--- config.mk ---
export PLATFORM = sky130hd
export DESIGN_NAME = player_pkt_decoder
export DESIGN_NICKNAME = d
export VERILOG_FILES = /design/src/rtl/game_pkg.sv /design/src/rtl/player_pkt_decoder.sv
export SDC_FILE = /design/constraint.sdc
export NUM_CORES = 1
export LEC_CHECK = 0
export BUFFER_PORTS_ARGS = -buffer_cell sky130_fd_sc_hd__buf_2
export CAP_MARGIN = 20
export CORE_UTILIZATION = 33
export DETAILED_ROUTE_END_ITERATION = 12
export SYNTH_ARGS = -nofsm -noshare
export SYNTH_HDL_FRONTEND = slang
export SYNTH_SLANG_ARGS = --single-unit
--- constraint.sdc ---
create_clock -name clk50 -period 2.1 [get_ports clk50]
set_clock_uncertainty 0.05 [all_clocks]
set_input_delay 0.105 -clock clk50 [delete_from_list [all_inputs] [get_ports clk50]]
set_output_delay 0.105 -clock clk50 [all_outputs]
set_load 0.02 [all_outputs]
--- src/rtl/game_pkg.sv ---
// Shared constants and types for the Arduino->FPGA game link.
// Holds packet framing, screen geometry and the decoder FSM encoding.
package game_pkg;

  localparam logic [7:0] SYNC_BYTE = 8'hA5;
  localparam int unsigned PKT_LEN = 7;
  localparam int unsigned SCR_W = 800;
  localparam int unsigned SCR_H = 600;
  localparam int unsigned COORD_W = 10;

  typedef enum logic [2:0] {
    ST_IDLE = 3'd0,
    ST_ID   = 3'd1,
    ST_XH   = 3'd2,
    ST_XL   = 3'd3,
    ST_YH   = 3'd4,
    ST_YL   = 3'd5,
    ST_CSUM = 3'd6
  } pkt_state_t;

  function automatic logic [7:0] sat_inc8(input logic [7:0] v);
    return (v == 8'hFF) ? v : v + 8'd1;
  endfunction

endpackage

--- src/rtl/player_pkt_decoder.sv ---
// Decodes 7-byte SYNC/ID/XH/XL/YH/YL/CSUM packets into one-cycle player position writes.
// Write strobe follows the CSUM byte by one cycle; no backpressure, one byte per rx_valid.
module player_pkt_decoder #(
  parameter logic [7:0]  SYNC_BYTE      = 8'hA5,
  parameter int unsigned MAX_X          = 799,
  parameter int unsigned MAX_Y          = 599,
  parameter int unsigned TIMEOUT_CYCLES = 200000
) (
  input  logic       clk50,
  input  logic       rst_n,
  input  logic [7:0] rx_data,
  input  logic       rx_valid,
  output logic       pos_wr_en,
  output logic [2:0] pos_idx,
  output logic [9:0] pos_x,
  output logic [9:0] pos_y,
  output logic [7:0] ok_cnt,
  output logic [7:0] err_cnt,
  output logic       busy
);

  import game_pkg::*;

  localparam logic [COORD_W-1:0] MAX_X_C = COORD_W'(MAX_X);
  localparam logic [COORD_W-1:0] MAX_Y_C = COORD_W'(MAX_Y);
  localparam logic [17:0]        TMO_C   = 18'(TIMEOUT_CYCLES);

  pkt_state_t         state_q;
  logic [17:0]        timer_q;
  logic [7:0]         csum_q;
  logic               rsv_q;
  logic [2:0]         idx_q;
  logic [COORD_W-1:0] x_q;
  logic [COORD_W-1:0] y_q;

  logic               pos_wr_en_q;
  logic [2:0]         pos_idx_q;
  logic [COORD_W-1:0] pos_x_q;
  logic [COORD_W-1:0] pos_y_q;
  logic [7:0]         ok_cnt_q;
  logic [7:0]         err_cnt_q;

  logic pkt_ok_d;
  logic timeout_d;

  // Fields are complete once the CSUM byte is on the bus; only the checksum compare uses it.
  always_comb begin
    pkt_ok_d  = (csum_q == rx_data) && !rsv_q && (x_q <= MAX_X_C) && (y_q <= MAX_Y_C);
    timeout_d = (state_q != ST_IDLE) && (timer_q == TMO_C);
  end

  always_ff @(posedge clk50 or negedge rst_n) begin
    if (!rst_n) begin
      state_q     <= ST_IDLE;
      timer_q     <= '0;
      csum_q      <= '0;
      rsv_q       <= 1'b0;
      idx_q       <= '0;
      x_q         <= '0;
      y_q         <= '0;
      pos_wr_en_q <= 1'b0;
      pos_idx_q   <= '0;
      pos_x_q     <= '0;
      pos_y_q     <= '0;
      ok_cnt_q    <= '0;
      err_cnt_q   <= '0;
    end else begin
      pos_wr_en_q <= 1'b0;
      if (rx_valid) begin
        // A byte landing on the timeout cycle still counts, so the byte path is checked first.
        timer_q <= '0;
        case (state_q)
          ST_IDLE: begin
            if (rx_data == SYNC_BYTE) state_q <= ST_ID;
          end
          ST_ID: begin
            csum_q  <= rx_data;
            rsv_q   <= |rx_data[7:3];
            idx_q   <= rx_data[2:0];
            state_q <= ST_XH;
          end
          ST_XH: begin
            csum_q   <= csum_q ^ rx_data;
            rsv_q    <= rsv_q | (|rx_data[7:2]);
            x_q[9:8] <= rx_data[1:0];
            state_q  <= ST_XL;
          end
          ST_XL: begin
            csum_q   <= csum_q ^ rx_data;
            x_q[7:0] <= rx_data;
            state_q  <= ST_YH;
          end
          ST_YH: begin
            csum_q   <= csum_q ^ rx_data;
            rsv_q    <= rsv_q | (|rx_data[7:2]);
            y_q[9:8] <= rx_data[1:0];
            state_q  <= ST_YL;
          end
          ST_YL: begin
            csum_q   <= csum_q ^ rx_data;
            y_q[7:0] <= rx_data;
            state_q  <= ST_CSUM;
          end
          ST_CSUM: begin
            state_q <= ST_IDLE;
            if (pkt_ok_d) begin
              pos_wr_en_q <= 1'b1;
              pos_idx_q   <= idx_q;
              pos_x_q     <= x_q;
              pos_y_q     <= y_q;
              ok_cnt_q    <= sat_inc8(ok_cnt_q);
            end else begin
              err_cnt_q <= sat_inc8(err_cnt_q);
            end
          end
          default: state_q <= ST_IDLE;
        endcase
      end else if (timeout_d) begin
        state_q   <= ST_IDLE;
        timer_q   <= '0;
        err_cnt_q <= sat_inc8(err_cnt_q);
      end else if (state_q != ST_IDLE) begin
        timer_q <= timer_q + 18'd1;
      end
    end
  end

  assign pos_wr_en = pos_wr_en_q;
  assign pos_idx   = pos_idx_q;
  assign pos_x     = pos_x_q;
  assign pos_y     = pos_y_q;
  assign ok_cnt    = ok_cnt_q;
  assign err_cnt   = err_cnt_q;
  assign busy      = (state_q != ST_IDLE);

endmodule

-- Word-level counts from Yosys, hierarchy flattened
Index checks and enable logic that the tools add are counted.
Widths: inputs -> output; s select.
- bits in registers: 93
- input port bits: 11
- word-level logic and storage cells: 80
- add/subtract/negate cells: 3
- order comparisons: 2
- eq/ne operators: 14
- muxes and demuxes: 17
- bitwise operators: 3
- reductions and logical operators: 26
- operators with widths (cell ; count):
    $mux 18 ; 3
    $mux 8 ; 5
    $eq 8x8->1 const B ; 3
    $le 10x10->1 const B ; 2
    $add 18x1->18 const B ; 1
    $eq 18x18->1 const B ; 1
    $pmux 3 s6 ; 1
    $add 8x1->8 const B ; 2
    $pmux 8 s2 ; 1
    $reduce_and 2->1 ; 8
    $eq 3x3->1 const B ; 3
    $mux 3 ; 3
    $eq 8x8->1 ; 1
    $xor 8x8->8 ; 1
    $eq 3x2->1 const B ; 2
    $reduce_and 3->1 ; 2
    $reduce_bool 2->1 ; 3
    $reduce_bool 3->1 ; 2
    $reduce_or 6->1 ; 1
    $reduce_or 5->1 ; 1
    $logic_and 1x1->1 ; 4
    $reduce_and 4->1 ; 1
    $reduce_or 4->1 ; 1
    $eq 3x1->1 const B ; 1
    10 further kinds ; 12

-- Logic depth before layout (Yosys ltp)
Gate-level depths: netlist of the first run.
- depth after elaboration: 7
- gate-level depth with buffers: 9

-- Least setup slack after synthesis of the first run
No wires, ideal clock.
- path kind: reg-to-reg
- from: register timer_q[14]
- to: register err_cnt_q[1] (netlist: err_cnt[1])
- library setup time: 0.128 ns
- data arrival time: 1.919 ns
- setup slack: 0.003 ns
- stages on the path, launching flop included: 6
- path buffers: 0
- clock period less this slack: 2.097 ns
- cells stage by stage: dfrtp_1 -> or4b_4 -> nor4_4 -> a31oi_4 -> nor3_2 -> mux2_1
- longest elaborated chain between the ends: 4
- RTL lines (what ; line ; source):
    start, declared ; player_pkt_decoder.sv:29 ; logic [17:0] timer_q;
    start signal, assigned ; player_pkt_decoder.sv:123 ; timer_q <= timer_q + 18'd1;
    $eq 18x18->1 ; player_pkt_decoder.sv:49 ; timeout_d = (state_q != ST_IDLE) && (timer_q == TMO_C);
    $logic_and 1x1->1 ; player_pkt_decoder.sv:49 ;
    $reduce_bool 2->1 (no source line) ; - ;
    $reduce_and 3->1 (no source line) ; - ;
    end signal, assigned ; player_pkt_decoder.sv:113 ; err_cnt_q <= sat_inc8(err_cnt_q);
    end signal, assigned ; player_pkt_decoder.sv:121 ; err_cnt_q <= sat_inc8(err_cnt_q);
    end, declared ; player_pkt_decoder.sv:41 ; logic [7:0] err_cnt_q;
Every way passes these cells.
A chain may end at the register's enable or synchronous reset.

-- Final worst setup path of the first run
- from: register x_q[6]
- to: register pos_x_q[2] (netlist: pos_x[2])
- longest elaborated chain between the ends: 4
- RTL lines (what ; line ; source):
    start, declared ; player_pkt_decoder.sv:33 ; logic [COORD_W-1:0] x_q;
    start signal, assigned ; player_pkt_decoder.sv:90 ; x_q[7:0] <= rx_data;
    $le 10x10->1 ; player_pkt_decoder.sv:48 ; pkt_ok_d = (csum_q == rx_data) && !rsv_q && (x_q <= MAX_X_C) && (y_q <= MAX_Y_C);
    $logic_and 1x1->1 (2 in a row) ; player_pkt_decoder.sv:48 ;
    $reduce_and 3->1 (no source line) ; - ;
    end signal, assigned ; player_pkt_decoder.sv:109 ; pos_x_q <= x_q;
    end, declared ; player_pkt_decoder.sv:38 ; logic [COORD_W-1:0] pos_x_q;
Every way passes these cells.

==> results.ini, run 1 <==
[run_status]
run_status = completed

[worst_setup_path]
crit_cells = 6
start_kind = flip-flop
crit_chain = o311a_1, nor4_2, nand4_1, nor2_2, buf_12, mux2_1
rr_startpoint = x_q[6]
reg2reg_slack_ns = 0.03
path_max_fanout = 16
cp_slowest_cell = dfrtp_1
regToRegEndpoint = pos_x[2]
crit_type = reg2reg
cp.required_ns = 2.28
cpPeakStageDelay_ns = 0.40
crit_family = simple AND/OR/NAND/NOR gates
worst-r2r-cell-count = 6
end_kind = flip-flop
critPathBufInv = 1
arrival_ns = 2.24

[grt]
gr-total-overflow = 0
grt_pass1_wl_um = 15200
grt.total_usage_pct = 14.5
grt_pass1_vias = 2982
antenna_found_initial = 0
grt_max_degree = 50

[yosys]
synthMuxAreaShare_pct = 13.3
yosysTopAreaCellShare_pct = 53.1
async_reset_ff_share_pct = 100
synthesis.area_um2 = 4390
ys_seq_area_share_pct = 53.1
ys.flop_type = dfrtp_1
synth_enable_flop_cells = 0
synthCells = 373
postSynthAreaPerCell_um2 = 11.8
synth_warnings = 0
synth-simple-area-share_pct = 17.8
yosys-top-cells-area = dfrtp_1, mux2_1, xor2_1
yosysTopAreaCell = dfrtp_1
synth_xor_area_share_pct = 8.39
synth_nets = 390
yosysUniqueCellTypes = 47
ys_ff_latch = 93
synth-adder-area-share_pct = 1.71
synth-compound-area-share_pct = 3.59
synth_top_family_by_area = simple AND/OR/NAND/NOR gates

[die]
fp.coreArea_um2 = 12800
boundaryPins = 52
die_y_um = 117
dieArea_um2 = 13800
die_x_um = 117
initial_core_util_pct = 34.3
num_rows = 41

[pwr]
ir_worst_vdd_uv = 438
p_leak_nw = 2.65
sw_frac_of_total_pct = 31.7
total_power_w = 0.00558
p_clk_share_pct = 29.9
pwr-share-comb_pct = 26.3
switchingPower_w = 0.00177
seq_power_share_pct = 43.8
power_density_nw_per_um2 = 1010
p_int_w = 0.00381

[route]
via_per_inst = 4.92
postRouteAntennaNets = 0
post_drt_wl_per_cell_um = 14.9
dr.pass1.iters = 4
drt_iter0_markers = 229
drc = 0
vias = 3118
wl_um = 9420

[timing]
worst_pin_slew_ns = 0.612
finalSetupTns_ns = 0
fin_crit_sh_pct = 98.5
whs_ns = 0.0236
rsz0062_at_grt = true
fmax_mhz = 483
fin_crit_ns = 2.07
hold_viol = 0
setup_viol = 0
max-slew-margin-rel_pct = 58.8
slew_violations = 0

[clock_network]
h-tree-depth = 3
root_buffer = clkbuf_16
clock_sinks = 93
clkTransAtPathRegs_ns = 0.07
cts_tree = done
numCtsBuffers = 9
clockBufferDepth = 2
clock_latency_ns = 0.34

[cells_and_area]
final_common_cell = dfrtp_1
drive_above_1_share_pct = 34.4
finalNonFillerCells = 634
regArea_um2 = 2330
n_antenna_cell = 0
nNetsFinal = 474
multi_input_area_um2 = 2070
final_cell_mix = dfrtp_1, buf_2, nand2_1, xor2_1, buf_4
n_fill_cell = 1165
fin_area_um2 = 5500
syn_to_final_growth_pct = 25.4

[placement]
place_area_um2 = 5060
port_buffers = 51
place_congestion = 0.764
dp.cells = 615
dp_hpwl_um = 6690

[min_path]
worstHoldStart = rx_valid
hold_end = timer_q[0]
hold_path_depth = 2
hold_class = in2reg

[job]
cap_viol_max_count = 0

==> power groups by stage <==
stage	Combinational (W)	Clock [W]	Sequential, W
6_report	0.00147	0.00167	0.00245
5_1_grt	0.00163	0.00179	0.00250
4_1_cts	0.00144	0.00171	0.00244
3_5_place_dp	0.00141	0	0.00247
3_3_place_gp	0.00137	0	0.00245
2_1_floorplan	0.000972	0	0.00240
==> worst max path at each step <==
stage / startpoint / end / slack [ns]
3_3_place_gp: csum_q[1] / ok_cnt[1] / -0.003
6_report: x_q[6] / pos_x[2] / 0.03
4_1_cts: x_q[6] / pos_y[9] / 0.002
3_5_place_dp: x_q[6] / ok_cnt[4] / -0.02
5_1_grt: x_q[6] / pos_x[2] / -0.07
2_1_floorplan: timer_q[14] / err_cnt[1] / 0.003
==> cells by family (layout without fill, tap and decap cells) <==
logic type      Yosys count  after routing
buf+inv                  19            108
xor+xnor                 42             42
simple gates            138            138
compound gates           23             23
flops                    93             93
fa+ha+maj                 6              6
mux                      52             52
==> Yosys cell counts (all sizes together) (7+ instances only) <==
library cell	n
dfrtp	93
mux2	50
nand2	34
xor2	33
nor2	28
nand3	16
nor3	14
nor4	13
xnor2	9
buf	8
inv	8
nand4	8
a31oi	7
==> routing by layer <==
layer	part of all wire, %	GRT usage, %	up-vias
met5	0	0	-
met4	2.0	6.08	0
met3	2.7	2.88	14
met2	48	23.3	49
met1	47	19.0	1557
li1	-	-	1498
==> through the flow <==
step	util (%)	worst slack, ns
floorplan	-	0.00343
CTS	42.2	0.00171
finish	43.1	0.0316
global route	43.1	-0.0707
detailed placement	39.6	-0.0246
global placement	39.6	-0.00323
==> final cells by class <==
type | instances | area share (%)
inverter | 8 | 0.546
sequential | 93 | 42.3
clock buffer | 10 | 4.34
clock inverter | 6 | 1.27
timing repair buffer | 84 | 9.92
tap | 172 | 3.91
multi-input combinational | 261 | 37.7
==> state kept, by name, summed over array words and instances (netlist names) <==
register / flops
pos_x: 10
ok_cnt: 8
timer_q: 18
state_q: 3
pos_idx: 3
rsv_q: 1
pos_wr_en: 1
idx_q: 3
y_q: 10
csum_q: 8
pos_y: 10
x_q: 10
err_cnt: 8
==> worst reg2reg max path, stage by stage (launching register included) <==
cell     delay (ns)
dfrtp_1        0.40
o311a_1        0.34
nor4_2         0.23
nand4_1        0.18
nor2_2         0.21
buf_12         0.19
mux2_1         0.35
==> repair_timing <==
action	4_1_cts	5_1_grt
cloned	0	0
setup endpoints to repair	26	56
hold buffers	1	0
resized for setup	2	20
hold endpoints to repair	93	0
buffers inserted	0	2
pin swaps	3	3
(Power assumes the default switching activity.)
==> run 2, diff against run 1 <==
- REMOVE_ABC_BUFFERS: not set -> 1
==> run 2 against run 1 <==
Net effect: register-to-register slack improved by 0.04 ns; combinational power decreased by 4%; maximum frequency increased by 2.0%; largest power group unchanged; global-route usage increased by 0.081 points; sequential power about the same; clock power decreased by 4%; critical path depth decreased by 1; setup slack improved by 0.040 ns; worst hold slack got worse by 0.0034 ns.
==> results.ini, run 2 (synthesized netlist as in run 1, its figures left out) <==
[cells_and_area]
final_cell_mix = dfrtp_1, buf_2, nand2_1, xor2_1, buf_4  ; unchanged
top_register = timer_q  ; unchanged
drive_above_1_share_pct = 32.0  ; was 34.4%
n_antenna_cell = 0  ; unchanged
finalNonFillerCells = 632  ; was 634
regArea_um2 = 2330  ; unchanged
n_fill_cell = 1188  ; was 1165
final_common_cell = dfrtp_1  ; unchanged
syn_to_final_growth_pct = 24.2  ; was 25.4%
largest_reg_flops = 18  ; unchanged
nNetsFinal = 473  ; was 474
multi_input_area_um2 = 2050  ; was 2070 um2

[die]
boundaryPins = 52  ; unchanged
die_y_um = 117  ; unchanged
dieArea_um2 = 13800  ; unchanged
num_rows = 41  ; unchanged
initial_core_util_pct = 34.3  ; unchanged
die_x_um = 117  ; unchanged
fp.coreArea_um2 = 12800  ; unchanged

[run_status]
run_status = completed  ; unchanged

[clock_network]
clock_sinks = 93  ; unchanged
h-tree-depth = 3  ; unchanged
clock_latency_ns = 0.34  ; about the same
clockBufferDepth = 2  ; unchanged
numCtsBuffers = 9  ; unchanged
post_cts_buffers = 0  ; unchanged
clkTransAtPathRegs_ns = 0.07  ; about the same
root_buffer = clkbuf_16  ; unchanged
cts_tree = done  ; unchanged

[pwr]
power_density_nw_per_um2 = 1000  ; was 1010 nW/um2
p_int_w = 0.00374  ; was 0.00381 W
switchingPower_w = 0.00171  ; was 0.00177 W
p_leak_nw = 2.65  ; about the same
pwr-share-comb_pct = 25.9  ; was 26.3%
ir_worst_vdd_uv = 496  ; was 438 uV
sw_frac_of_total_pct = 31.4  ; was 31.7%
seq_power_share_pct = 44.5  ; was 43.8%
p_clk_share_pct = 29.5  ; was 29.9%

[route]
vias = 3044  ; was 3118
post_drt_wl_per_cell_um = 14.3  ; was 14.9 um
drt_iter0_markers = 143  ; was 229
wl_um = 9050  ; was 9420 um
dr.pass1.iters = 4  ; unchanged
postRouteAntennaNets = 0  ; unchanged
via_per_inst = 4.82  ; was 4.92
drc = 0  ; unchanged

[timing]
slew_violations = 0  ; unchanged
fin_crit_ns = 2.03  ; was 2.07 ns
rsz0062_at_grt = true  ; unchanged
worst_pin_slew_ns = 0.598  ; was 0.612 ns
fin_crit_sh_pct = 96.6  ; was 98.5%
fmax_mhz = 493  ; was 483 MHz
setup_viol = 0  ; unchanged
max-slew-margin-rel_pct = 60.1  ; was 58.8%
whs_ns = 0.0202  ; was 0.0236 ns
hold_viol = 0  ; unchanged

[grt]
grt.total_usage_pct = 14.5  ; about the same
grt_pass1_vias = 3149  ; was 2982
gr-total-overflow = 0  ; unchanged
grt_max_degree = 48  ; was 50
grt_pass1_wl_um = 15400  ; was 15200 um
antenna_found_initial = 0  ; unchanged

[worst_setup_path]
cp_slowest_cell = nor2_2  ; was dfrtp_1
arrival_ns = 2.20  ; was 2.24 ns
cp.required_ns = 2.27  ; was 2.28 ns
crit_type = reg2reg  ; unchanged
crit_chain = ha_1, nand4_1, nor2_2, nor3_2, mux2_1  ; was o311a_1, nor4_2, nand4_1, nor2_2, buf_12, mux2_1
end_kind = flip-flop  ; unchanged
critPathBufInv = 0  ; was 1
cpPeakStageDelay_ns = 0.54  ; was 0.40 ns
start_kind = flip-flop  ; unchanged
path_max_fanout = 7  ; was 16
crit_family = simple AND/OR/NAND/NOR gates  ; unchanged

[placement]
dp.cells = 616  ; was 615
dp_hpwl_um = 6410  ; was 6690 um
port_buffers = 51  ; unchanged
place_congestion = 0.761  ; was 0.764

[min_path]
hold_class = in2reg  ; unchanged

[job]
cap_viol_max_count = 0  ; unchanged

[run 2: cell count changes in the layout (fill, tap and decap cells not counted), sizes merged]
| cell | previous run | this run |
|---|---|---|
| buf | 83 | 82 |
| clkinv | 4 | 3 |
[run 2: timing repair]
item	CTS	global route
hold buffers	1	0
resized for setup	1	14
hold endpoints to repair	93	0
pin swaps	1	3
setup endpoints to repair	1	45
[run 2: cell type report]
type,count,share of cell area [%]
multi-input combinational,261,37.6
clock buffer,10,4.20
timing repair buffer,83,9.88
sequential,93,42.7
tap,172,3.95
inverter,8,0.551
clock inverter,5,1.13
[run 2: worst paths after layout]
| kind | slack (ns) | cells past startpoint | endpoint | startpoint |
|---|---|---|---|---|
| min | 0.02 | 3 | csum_q[4] | rx_data[4] |
| min in group asynchronous | 0.12 | 2 | pos_y[0] | rst_n |
| max reg2reg | 0.07 | 5 | err_cnt[1] | err_cnt[0] |
| max | 0.07 | 5 | err_cnt[1] | err_cnt[0] |
| max in group asynchronous | 1.20 | 3 | err_cnt[0] | rst_n |
| min reg2reg | 0.43 | 1 | pos_y[5] | pos_y[5] |
[run 2: worst reg2reg max path: stages, from the launching register on]
cell and delay (ns):
dfrtp_1 0.43, ha_1 0.24, nand4_1 0.20, nor2_2 0.54, nor3_2 0.12, mux2_1 0.32
[run 2: layer usage]
metal,vias up,wire length (um),global-route usage [%]
li1,1493,-,-
met1,1497,4280,19.2
met2,41,4370,23.8
met3,13,231,2.57
met4,0,161,5.74
met5,-,0,0
[run 2: stage by stage]
step / setup TNS [ns] / area (um2) / worst slack, ns / utilization [%] / power, W
global route: -1.27 / 5450 / -0.0708 / 42.6 / 0.00577
finish: 0 / 5450 / 0.0717 / 42.6 / 0.00545
CTS: 0 / 5370 / 0.0174 / 42.0 / 0.00549
detailed placement: -0.00854 / 5060 / -0.00854 / 39.6 / 0.00385
global placement: 0 / 5060 / 0.0491 / 39.6 / 0.00381
floorplan: -7.30 / 4320 / -0.318 / - / 0.00334
[run 2: power by group through the flow]
stage / sequential (W) / combinational, W / clock (W)
after floorplan: 0.00246 / 0.000886 / 0
after global placement: 0.00244 / 0.00137 / 0
after detailed placement: 0.00246 / 0.00139 / 0
after CTS: 0.00243 / 0.00141 / 0.00166
after global routing: 0.00248 / 0.00158 / 0.00171
final: 0.00243 / 0.00141 / 0.00161
==> run 3, diff against run 2 <==
- CORE_MARGIN: not set -> 1.5
==> run 3 against run 2 <==
Net effect: total power is 0.94% lower; combinational power is 9% higher; maximum frequency is 1.4% lower; via count is 2.0% higher; die area is 1.7% higher; largest power group unchanged; highest routed layer unchanged.
==> results.ini, run 3 (synthesized netlist as in run 1, its figures left out) <==
[cells_and_area]
largest_reg_flops = 18  ; unchanged
n_antenna_cell = 0  ; unchanged
nNetsFinal = 480  ; was 473
utilization_pct = 42.9  ; was 42.6%
final_cell_mix = dfrtp_1, buf_2, buf_4, nand2_1, xor2_1  ; was dfrtp_1, buf_2, nand2_1, xor2_1, buf_4
drive_above_1_share_pct = 32.7  ; was 32.0%
top_register = timer_q  ; unchanged
final_common_cell = dfrtp_1  ; unchanged
syn_to_final_growth_pct = 24.9  ; was 24.2%

[worst_setup_path]
worst-r2r-cell-count = 7  ; was 5
startpoint = csum_q[1]  ; was err_cnt[0]
start_kind = flip-flop  ; unchanged
rr_startpoint = csum_q[1]  ; was err_cnt[0]
crit_type = reg2reg  ; unchanged
cp.required_ns = 2.28  ; was 2.27 ns
arrival_ns = 2.23  ; was 2.20 ns
reg2reg_slack_ns = 0.04  ; was 0.07 ns
path_max_fanout = 23  ; was 7
regToRegEndpoint = pos_y[1]  ; was err_cnt[1]
end_kind = flip-flop  ; unchanged

[timing]
setup_viol = 0  ; unchanged
fmax_mhz = 486  ; was 493 MHz
fin_crit_ns = 2.06  ; was 2.03 ns
slew_violations = 0  ; unchanged
hold_viol = 0  ; unchanged
rsz0062_at_grt = true  ; unchanged
fin_crit_sh_pct = 97.9  ; was 96.6%
max-slew-margin-rel_pct = 59.8  ; was 60.1%
worst_pin_slew_ns = 0.598  ; about the same
whs_ns = 0.00940  ; was 0.0202 ns

[run_status]
run_status = completed  ; unchanged

[route]
vias = 3106  ; was 3044
postRouteAntennaNets = 0  ; unchanged
wl_um = 9300  ; was 9050 um
drt_iter0_markers = 164  ; was 143
dr.pass1.iters = 4  ; unchanged
drc = 0  ; unchanged
post_drt_wl_per_cell_um = 14.5  ; was 14.3 um
via_per_inst = 4.85  ; was 4.82

[clock_network]
numCtsBuffers = 9  ; unchanged
clock_sinks = 93  ; unchanged
clockBufferDepth = 2  ; unchanged
h-tree-depth = 3  ; unchanged
cts_tree = done  ; unchanged
clkTransAtPathRegs_ns = 0.06  ; was 0.07 ns
clock_latency_ns = 0.35  ; was 0.34 ns
root_buffer = clkbuf_16  ; unchanged

[die]
num_rows = 41  ; unchanged
die_x_um = 118  ; was 117 um
dieArea_um2 = 14000  ; was 13800 um2
initial_core_util_pct = 34.3  ; unchanged
fp.coreArea_um2 = 12800  ; unchanged
boundaryPins = 52  ; unchanged
die_y_um = 118  ; was 117 um

[grt]
grt.total_usage_pct = 14.5  ; about the same
grt_max_degree = 43  ; was 48
grt_pass1_vias = 3240  ; was 3149
antenna_found_initial = 0  ; unchanged
grt_pass1_wl_um = 16000  ; was 15400 um
gr-total-overflow = 0  ; unchanged

[pwr]
power_density_nw_per_um2 = 985  ; was 1000 nW/um2
p_leak_nw = 2.65  ; about the same
ir_worst_vdd_uv = 399  ; was 496 uV

[placement]
dp_hpwl_um = 6560  ; was 6410 um
place_congestion = 0.791  ; was 0.761
port_buffers = 51  ; unchanged

[min_path]
hold_class = in2reg  ; unchanged
hold_end = csum_q[4]  ; unchanged
worstHoldStart = rx_data[4]  ; unchanged
hold_path_depth = 3  ; unchanged

[job]
cap_viol_max_count = 0  ; unchanged

[run 3: per-layer routing]
metal | share of wire, % | wire [um] | global-route usage, %
met2 | 48 | 4490 | 23.6
met3 | 4.1 | 379 | 3.91
met1 | 46 | 4250 | 18.2
met5 | 0 | 0 | 0
met4 | 1.9 | 172 | 5.79
[run 3: critical path: stages (launching register included)]
cell	delay [ns]
dfrtp_1	0.39
xor2_1	0.17
nor4_1	0.30
buf_4	0.18
nand4_1	0.13
nor2_2	0.16
buf_12	0.19
mux2_1	0.34
[run 3: how the worst max path moves through the flow]
stage | to | cells past startpoint
CTS | err_cnt[7] | 6
floorplan | pos_y[6] | 5
finish | pos_y[1] | 7
detailed placement | pos_idx[1] | 6
global placement | ok_cnt[4] | 6
global route | pos_x[4] | 6
[run 3: what timing repair did]
| item | 4_1_cts | 5_1_grt |
|---|---|---|
| endpoints found under the setup margin | 2 | 43 |
| buffers inserted | 0 | 1 |
| gates resized for setup | 1 | 15 |
| hold endpoints to repair | 31 | 0 |
| pin swaps | 1 | 4 |
| hold buffers | 1 | 0 |
[run 3: power breakdown]
part	leakage, nW	switching, W	internal [W]
Sequential	1.23	0.000242	0.00216
Clock	0.130	0.000670	0.000804
Combinational	1.29	0.000809	0.000717
[run 3: area by class of cell]
| type | count | area, um2 |
|---|---|---|
| Fill cell | 1205 | 7300 |
| Inverter | 8 | 30.0 |
| Sequential cell | 93 | 2330 |
| Clock inverter | 5 | 35.0 |
| Multi-Input combinational cell | 261 | 2060 |
| Tap cell | 172 | 215 |
| Clock buffer | 11 | 233 |
| Timing Repair Buffer | 90 | 582 |
[run 3: through the flow]
step	power, W	area (um2)	setup slack [ns]	TNS (ns)	cells
6_report	0.00540	5480	0.0440	0	640
3_5_place_dp	0.00393	5100	-0.0121	-0.0121	622
5_1_grt	0.00577	5480	-0.0653	-1.09	640
3_3_place_gp	0.00388	5100	0.0409	0	622
4_1_cts	0.00544	5380	0.00882	0	639
2_1_floorplan	0.00334	4320	-0.318	-7.30	362
